### config.mk
export PLATFORM = sky130hd
export DESIGN_NAME = bit_serializer
export DESIGN_NICKNAME = d
export VERILOG_FILES = /design/src/rtl/bit_serializer_pkg.sv /design/src/rtl/bit_serializer.sv
export SDC_FILE = /design/constraint.sdc
export NUM_CORES = 1
export LEC_CHECK = 0
export CAP_MARGIN = 20
export CORE_ASPECT_RATIO = 1.75
export CORE_MARGIN = 2
export CORE_UTILIZATION = 60
export DETAILED_ROUTE_END_ITERATION = 8
export HOLD_SLACK_MARGIN = 0.03
export PLACE_DENSITY = 0.88
export SLEW_MARGIN = 20
export SYNTH_ARGS = -nofsm -noshare
export SYNTH_HDL_FRONTEND = slang
export SYNTH_SLANG_ARGS = --single-unit
export TNS_END_PERCENT = 1
### constraint.sdc
create_clock -name clk -period 6 [get_ports clk]
set_input_delay 1.2 -clock clk [delete_from_list [all_inputs] [get_ports clk]]
set_output_delay 1.2 -clock clk [all_outputs]
set_load 0.02 [all_outputs]
### src/rtl/bit_serializer_pkg.sv
// Shared types and default parameters for the bit serializer.
package bit_serializer_pkg;

    typedef enum logic {
        IDLE  = 1'b0,
        SHIFT = 1'b1
    } state_t;

    localparam int DEF_WIDTH    = 8;
    localparam bit DEF_IDLE_BIT = 1'b0;
    localparam int DEF_LEN_W    = 4;

endpackage

### src/rtl/bit_serializer.sv
// MSB-first word serializer with a one-word hold register so that
// consecutive words stream out with no gap cycles.
//
// state | meaning
// IDLE  | no bits pending, X parked at IDLE_BIT
// SHIFT | a word is being sent, one bit per cycle
module bit_serializer
    import bit_serializer_pkg::*;
#(
    parameter int WIDTH    = DEF_WIDTH,
    parameter bit IDLE_BIT = DEF_IDLE_BIT,
    parameter int LEN_W    = DEF_LEN_W
) (
    input  logic             clk,
    input  logic             rst,
    input  logic [WIDTH-1:0] in_data,
    input  logic [LEN_W-1:0] in_len,
    input  logic             in_valid,
    output logic             in_ready,
    input  logic             flush,
    output logic             X,
    output logic             x_valid,
    output logic             word_done
);

    localparam logic [LEN_W-1:0] FULL_LEN = LEN_W'(WIDTH);

    state_t           state;
    logic [WIDTH-1:0] shreg;
    logic [LEN_W-1:0] cnt;
    logic             hold_valid;
    logic [WIDTH-1:0] hold_data;
    logic [LEN_W-1:0] hold_len;

    logic             accept;
    logic             last_bit;
    logic             do_load;
    logic             do_shift;
    logic             to_hold;
    logic [WIDTH-1:0] src_data;
    logic [LEN_W-1:0] src_len;
    logic [LEN_W-1:0] eff_len;
    logic [WIDTH-1:0] aligned;

    assign in_ready = !hold_valid && !flush;
    assign accept   = in_valid && in_ready;
    assign last_bit = (state == SHIFT) && (cnt == '0);
    assign do_load  = ((state == IDLE) && accept) || (last_bit && (hold_valid || accept));
    assign do_shift = (state == SHIFT) && !last_bit;
    assign to_hold  = do_shift && accept;

    // The hold word always wins the load slot; it can only be full in SHIFT.
    always_comb begin
        src_data = hold_valid ? hold_data : in_data;
        src_len  = hold_valid ? hold_len  : in_len;
        eff_len  = ((src_len == '0) || (src_len > FULL_LEN)) ? FULL_LEN : src_len;
        aligned  = src_data << (FULL_LEN - eff_len);
    end

    always_ff @(posedge clk or negedge rst) begin
        if (!rst) begin
            state      <= IDLE;
            shreg      <= '0;
            cnt        <= '0;
            hold_valid <= 1'b0;
            hold_data  <= '0;
            hold_len   <= '0;
            X          <= IDLE_BIT;
            x_valid    <= 1'b0;
            word_done  <= 1'b0;
        end else if (flush) begin
            state      <= IDLE;
            cnt        <= '0;
            hold_valid <= 1'b0;
            X          <= IDLE_BIT;
            x_valid    <= 1'b0;
            word_done  <= 1'b0;
        end else begin
            // cnt counts bits still to follow the one currently on X
            if (do_load) begin
                state      <= SHIFT;
                X          <= aligned[WIDTH-1];
                shreg      <= aligned << 1;
                cnt        <= eff_len - LEN_W'(1);
                x_valid    <= 1'b1;
                word_done  <= (eff_len == LEN_W'(1));
                hold_valid <= 1'b0;
            end else if (do_shift) begin
                X         <= shreg[WIDTH-1];
                shreg     <= shreg << 1;
                cnt       <= cnt - LEN_W'(1);
                word_done <= (cnt == LEN_W'(1));
            end else begin
                state     <= IDLE;
                X         <= IDLE_BIT;
                x_valid   <= 1'b0;
                word_done <= 1'b0;
            end
            if (to_hold) begin
                hold_valid <= 1'b1;
                hold_data  <= in_data;
                hold_len   <= in_len;
            end
        end
    end

endmodule

Word level (Yosys, flattened, before mapping)
Index checks and enable logic that the tools add are counted.

cells by class
  $add $sub $neg = 3
  magnitude comparators = 1
  equality and inequality tests = 3
  shift operators = 1
  multiplexer cells = 20
  bitwise operators = 2
  reduce and logical (&&, ||, !) cells = 20

operator list
  kind                                                   number
  2-to-1 mux 8 bit                                       3
  2-to-1 mux 4 bit                                       5
  2-to-1 mux 1 bit                                       12
  equality test 4 x 1 -> 1 bit (second input constant)   2
  logical NOT 4 bit                                      2
  left shift 8 x 4 -> 8 bit                              1
  subtractor 4 x 1 -> 4 bit (second input constant)      2
  logical AND 1 bit                                      7
  nonzero test 3 bit                                     2
  greater-than comparator 4 bit (second input constant)  1
  AND reduction 2 bit                                    2
  subtractor 4 bit (first input constant)                1
  logical NOT 1 bit                                      3
  logical OR 1 bit                                       3
  != test 3 bit (second input constant)                  1
  NOT 1 bit                                              2
  nonzero test 2 bit                                     1

word-level totals
  register bits = 28
  input port bits = 16
  output and inout bits = 4
  logic and storage cells = 58

Logic depth before layout (Yosys ltp)
  word-level depth = 9
  mapped depth = 10

Least setup slack after synthesis
No wires, ideal clock.

  path type = input port to flip-flop
  start point = input in_len[3]
  end point = register shreg[5]
  arrival = 2.941 ns
  path slack = 2.983 ns
  stages on the path = 8
  cell sequence = or3b_1 > buf_6 > nand2_8 > ha_1 > inv_1 > mux4_2 > mux2_2 > o21ai_1

on the way
  cells in the longest elaborated chain, start to end = 7
  elaborated cells between the ends (all ways) = 8
  those cells by class = add/sub: 1; order compare: 1; shift: 1; mux: 3; reduce/logical: 2

ends and longest elaborated chain
  element                                                                    RTL line              RTL
  start, declared                                                            bit_serializer.sv:17  input logic [LEN_W-1:0] in_len,
  2-to-1 mux 4 bit (*)                                                       bit_serializer.sv:55  src_len = hold_valid ? hold_len : in_len;
  greater-than comparator 4 bit / logical NOT 4 bit (equally long branches)  bit_serializer.sv:56  eff_len = ((src_len == '0) || (src_len > FULL_LEN)) ? FULL_LEN : src_len;
  logical OR 1 bit                                                           bit_serializer.sv:56
  2-to-1 mux 4 bit (*)                                                       bit_serializer.sv:56
  subtractor 4 bit (*)                                                       bit_serializer.sv:57  aligned = src_data << (FULL_LEN - eff_len);
  left shift 8 x 4 -> 8 bit (*)                                              bit_serializer.sv:57
  2-to-1 mux 8 bit (*)                                                       bit_serializer.sv:80  if (do_load) begin
  end signal, assigned                                                       bit_serializer.sv:83  shreg <= aligned << 1;
  end signal, assigned                                                       bit_serializer.sv:90  shreg <= shreg << 1;
  end, declared                                                              bit_serializer.sv:29  logic [WIDTH-1:0] shreg;

Mark *: on every way between the ends. The rest lies on a longest branch, timed or not.
A chain may end at the register's enable or synchronous reset.

Final worst setup path
  start point = input flush
  end point = output in_ready

on the way
  cells in the longest elaborated chain, start to end = 2

ends and longest elaborated chain
  element            RTL line              RTL
  start, declared    bit_serializer.sv:20  input logic flush,
  logical NOT 1 bit  bit_serializer.sv:45  assign in_ready = !hold_valid && !flush;
  logical AND 1 bit  bit_serializer.sv:45
  end, declared      bit_serializer.sv:19  output logic in_ready,

No other way between the ends.

==> results.md <==
* Vias per Instance at ~6.5
* Worst slack, placed at 2.180 ns
* # fillers at around 210
* Worst slew margin at 37.72%
* Seq/Total Area, Yosys at 38.68%
* Root Buffer Master: clkbuf_8
* Worst reg-to-reg setup slack at 3.02 ns
* Hold endpoint: cnt[3]$_DFFE_PN0P_
* Lkg Pwr at approximately 0.8 nW
* Post-route cell area at ~2000 um^2
* # DRC at 0
* Htree depth at 1
* Worst-Skew Late Latency at 0.28 ns
* Setup ws final at 2.161 ns
* Area of the mapped netlist at 1747 um^2
* FFs w/ async S/R, synth at 100.0%
* Drt pass-1 iters at 4
* Grt ovf at 0
* Die Y at 75.38 um
* Synth Net Count at 180
* Setup violators final at 0
* Die width at about 45 um
* Avg Cell Area, Syn at 11.05 um^2
* Yosys warns at 0
* Primary FF master, synth: dfrtp_1
* Post-detail-place hpwl at 2828 um
* Flops & latches, synth at 27
* Share of layout cells above drive strength 1 at 22.03%
* Routed WL at around 3500 um
* ANT cells at 0
* Port bufs at 19
* Rows at 25
* Total GRT Usage at 24.79%
* Startpoint types: input port
* Fin util at 72.32%
* Hold Path Class: flip-flop to flip-flop
* Area grow syn2layout at 13.97%
* Die area at 3376 um^2
* Status: finished clean
* ANT nets after route at 0
* Setup TNS at 0 ns
* Synth top area share at between 30% and 40%
* Vias in the first global route at 1399
* Post-CTS Setup Repair Bufs at 0
* Non-filler cells, final at 204
* WL/cell at about 17 um
* Worst Max-Slew Pin Slew at 0.9342 ns
* Vias after detailed routing at 1331
* Clock-pin slew on the worst setup and hold paths at roughly 0.08 ns
* Setup Skew at 0.01135 ns
* Number of synthesized flops with an enable pin at 0
* Hold path cells at 1
* Final-stage net count at 200
* Initial antenna violation count at 0
* MaxCap Viol Count at 0
* Highest clock rate at 260.5 MHz
* WL met2 at 1999 um
* TritonCTS clock tree: built
* RePlAce Congestion at 0.9111
* Final worst-path cycle share at 63.99%
* Starting Density at 63.45%
* Area leader, netlist: dfrtp_1
* Critical Path Max Stage Delay at 0.64 ns
* Placed cell area at 1942 um^2
* Placed Cells at 200
* Core Area at about 2800 um^2
* Setup CP Type: input port to output pin
* Worst setup EP type: output pin
* First-pass GRT wire length at 6120 um
* Fin. Hold Viols at 0
* PnR Total Power at 532.6 uW
* Sink Count at 27
* CP required at 4.80 ns
* RSZ-0062 raised after global routing: false
* TritonCTS Buffers at 3
* Largest net degree at the start of global routing at 28
* Top Metal Used: met4
* Max VDD drop at 0.0001832 V
* Critical Path, Cell by Cell: clkdlybuf4s50_1, nor2_1, clkdlybuf4s50_1
* IO Pins at 20
* Min Hold Slack at 0.4964 ns
* Reg2Reg Depth at 7
* Hold-fix buffers at CTS at 0
* Hold path start: cnt[3]$_DFFE_PN0P_
* # resized after CTS at 0
* Reg2Reg Capture Point: shreg[5]$_DFFE_PN0P_
* Slowest cell on crit path: clkdlybuf4s50_1
* DR iter-0 viols at 28
* R2R Path Start: hold_valid$_DFFE_PN0P_
* Pins Over Slew Limit at 0
* Yosys cell types at 48
* Met1 WL at ~1300 um
* Final min period at 3.839 ns
* Met3 WL post-DR at between 70 and 80 um
* Worst EP arrival at about 2.6 ns
* Clock tree buffer depth at 2
* CP dominant cell by count: clkdlybuf4s50_1
* Mapped Cells at 158
* Pwr dens at 267.6 nW/um^2
* Main area contributors after synthesis: dfrtp_1 39%, mux2_2 14%, ha_1 4.3%
* Worst Path Max Fanout at 9
[cell usage after synthesis (2+ instances only)]
master,count
ha_1,6
buf_6,2
dfrtp_1,27
nand4_1,4
a21oi_1,9
nor3_1,2
nand3_1,3
nand2_1,6
mux4_2,3
buf_2,2
nor2_1,13
mux2i_1,7
o211ai_1,2
o211a_1,2
a211oi_1,5
a22oi_1,3
o31ai_1,3
o21ai_0,4
inv_1,5
mux2_2,21
o21ai_1,2
[critical path, delay by kind of cell]
| kind | cells | cell delay, ns |
|---|---|---|
| simple gates | 1 | 0.22 |
| buf+inv | 2 | 1.22 |
[layout by cell type, fill, tap and decap left out, types with 5 or more instances in the layout]
master,synthesis,routed
a211oi_1,5,5
a21oi_1,9,9
clkdlybuf4s50_1,0,19
dfrtp_1,27,27
ha_1,6,6
inv_1,5,5
mux2_2,21,21
mux2i_1,7,7
nand2_1,6,6
nor2_1,13,13
[how the worst max path moves through the flow]
| stage | start | endpoint | slack, ns | depth (start not counted) |
|---|---|---|---|---|
| 2_1_floorplan | in_len[3] | shreg[5]$_DFFE_PN0P_ | 2.98 | 8 |
| 3_3_place_gp | flush | in_ready | 2.23 | 3 |
| 3_5_place_dp | flush | in_ready | 2.18 | 3 |
| 4_1_cts | flush | in_ready | 2.18 | 3 |
| 5_1_grt | flush | in_ready | 2.12 | 3 |
| 6_report | flush | in_ready | 2.16 | 3 |
[state kept, by name, indices dropped and copies added (netlist names)]
register	cells
hold_valid	1
state	1
cnt	4
shreg	7
word_done	1
hold_len	4
hold_data	8
X	1
[kinds of logic after synthesis]
group,share of synthesized area [%]
xor gates and xnor gates,1.935
DFF,38.68
buffers and inverters,4.083
muxes,21.42
adders and majority gates,4.298
AOI/OAI and AO/OA,16.48
and+or+nand+nor,13.11
[report_power, final]
part           internal (mW)  switching [mW]
clock network         0.0473          0.0583
logic                 0.0832          0.0721
registers              0.234          0.0375
[layout make-up]
class	instances	area [um^2]	share of cell area, %
clock buffers	3	41.29	2.074
clock inverters	1	7.507	0.3771
inverters	6	27.53	1.383
multi-input cells	119	999.7	50.22
flip-flops and latches	27	675.6	33.94
well taps	27	33.78	1.697
repair buffers	21	205.2	10.31
[per-layer routing]
metal	up-vias	GRT usage [%]
li1	636	-
met1	648	26.09
met2	33	46.22
met3	14	1.659
met4	0	15.36
met5	-	0
Power figures use the tool's default switching activity.
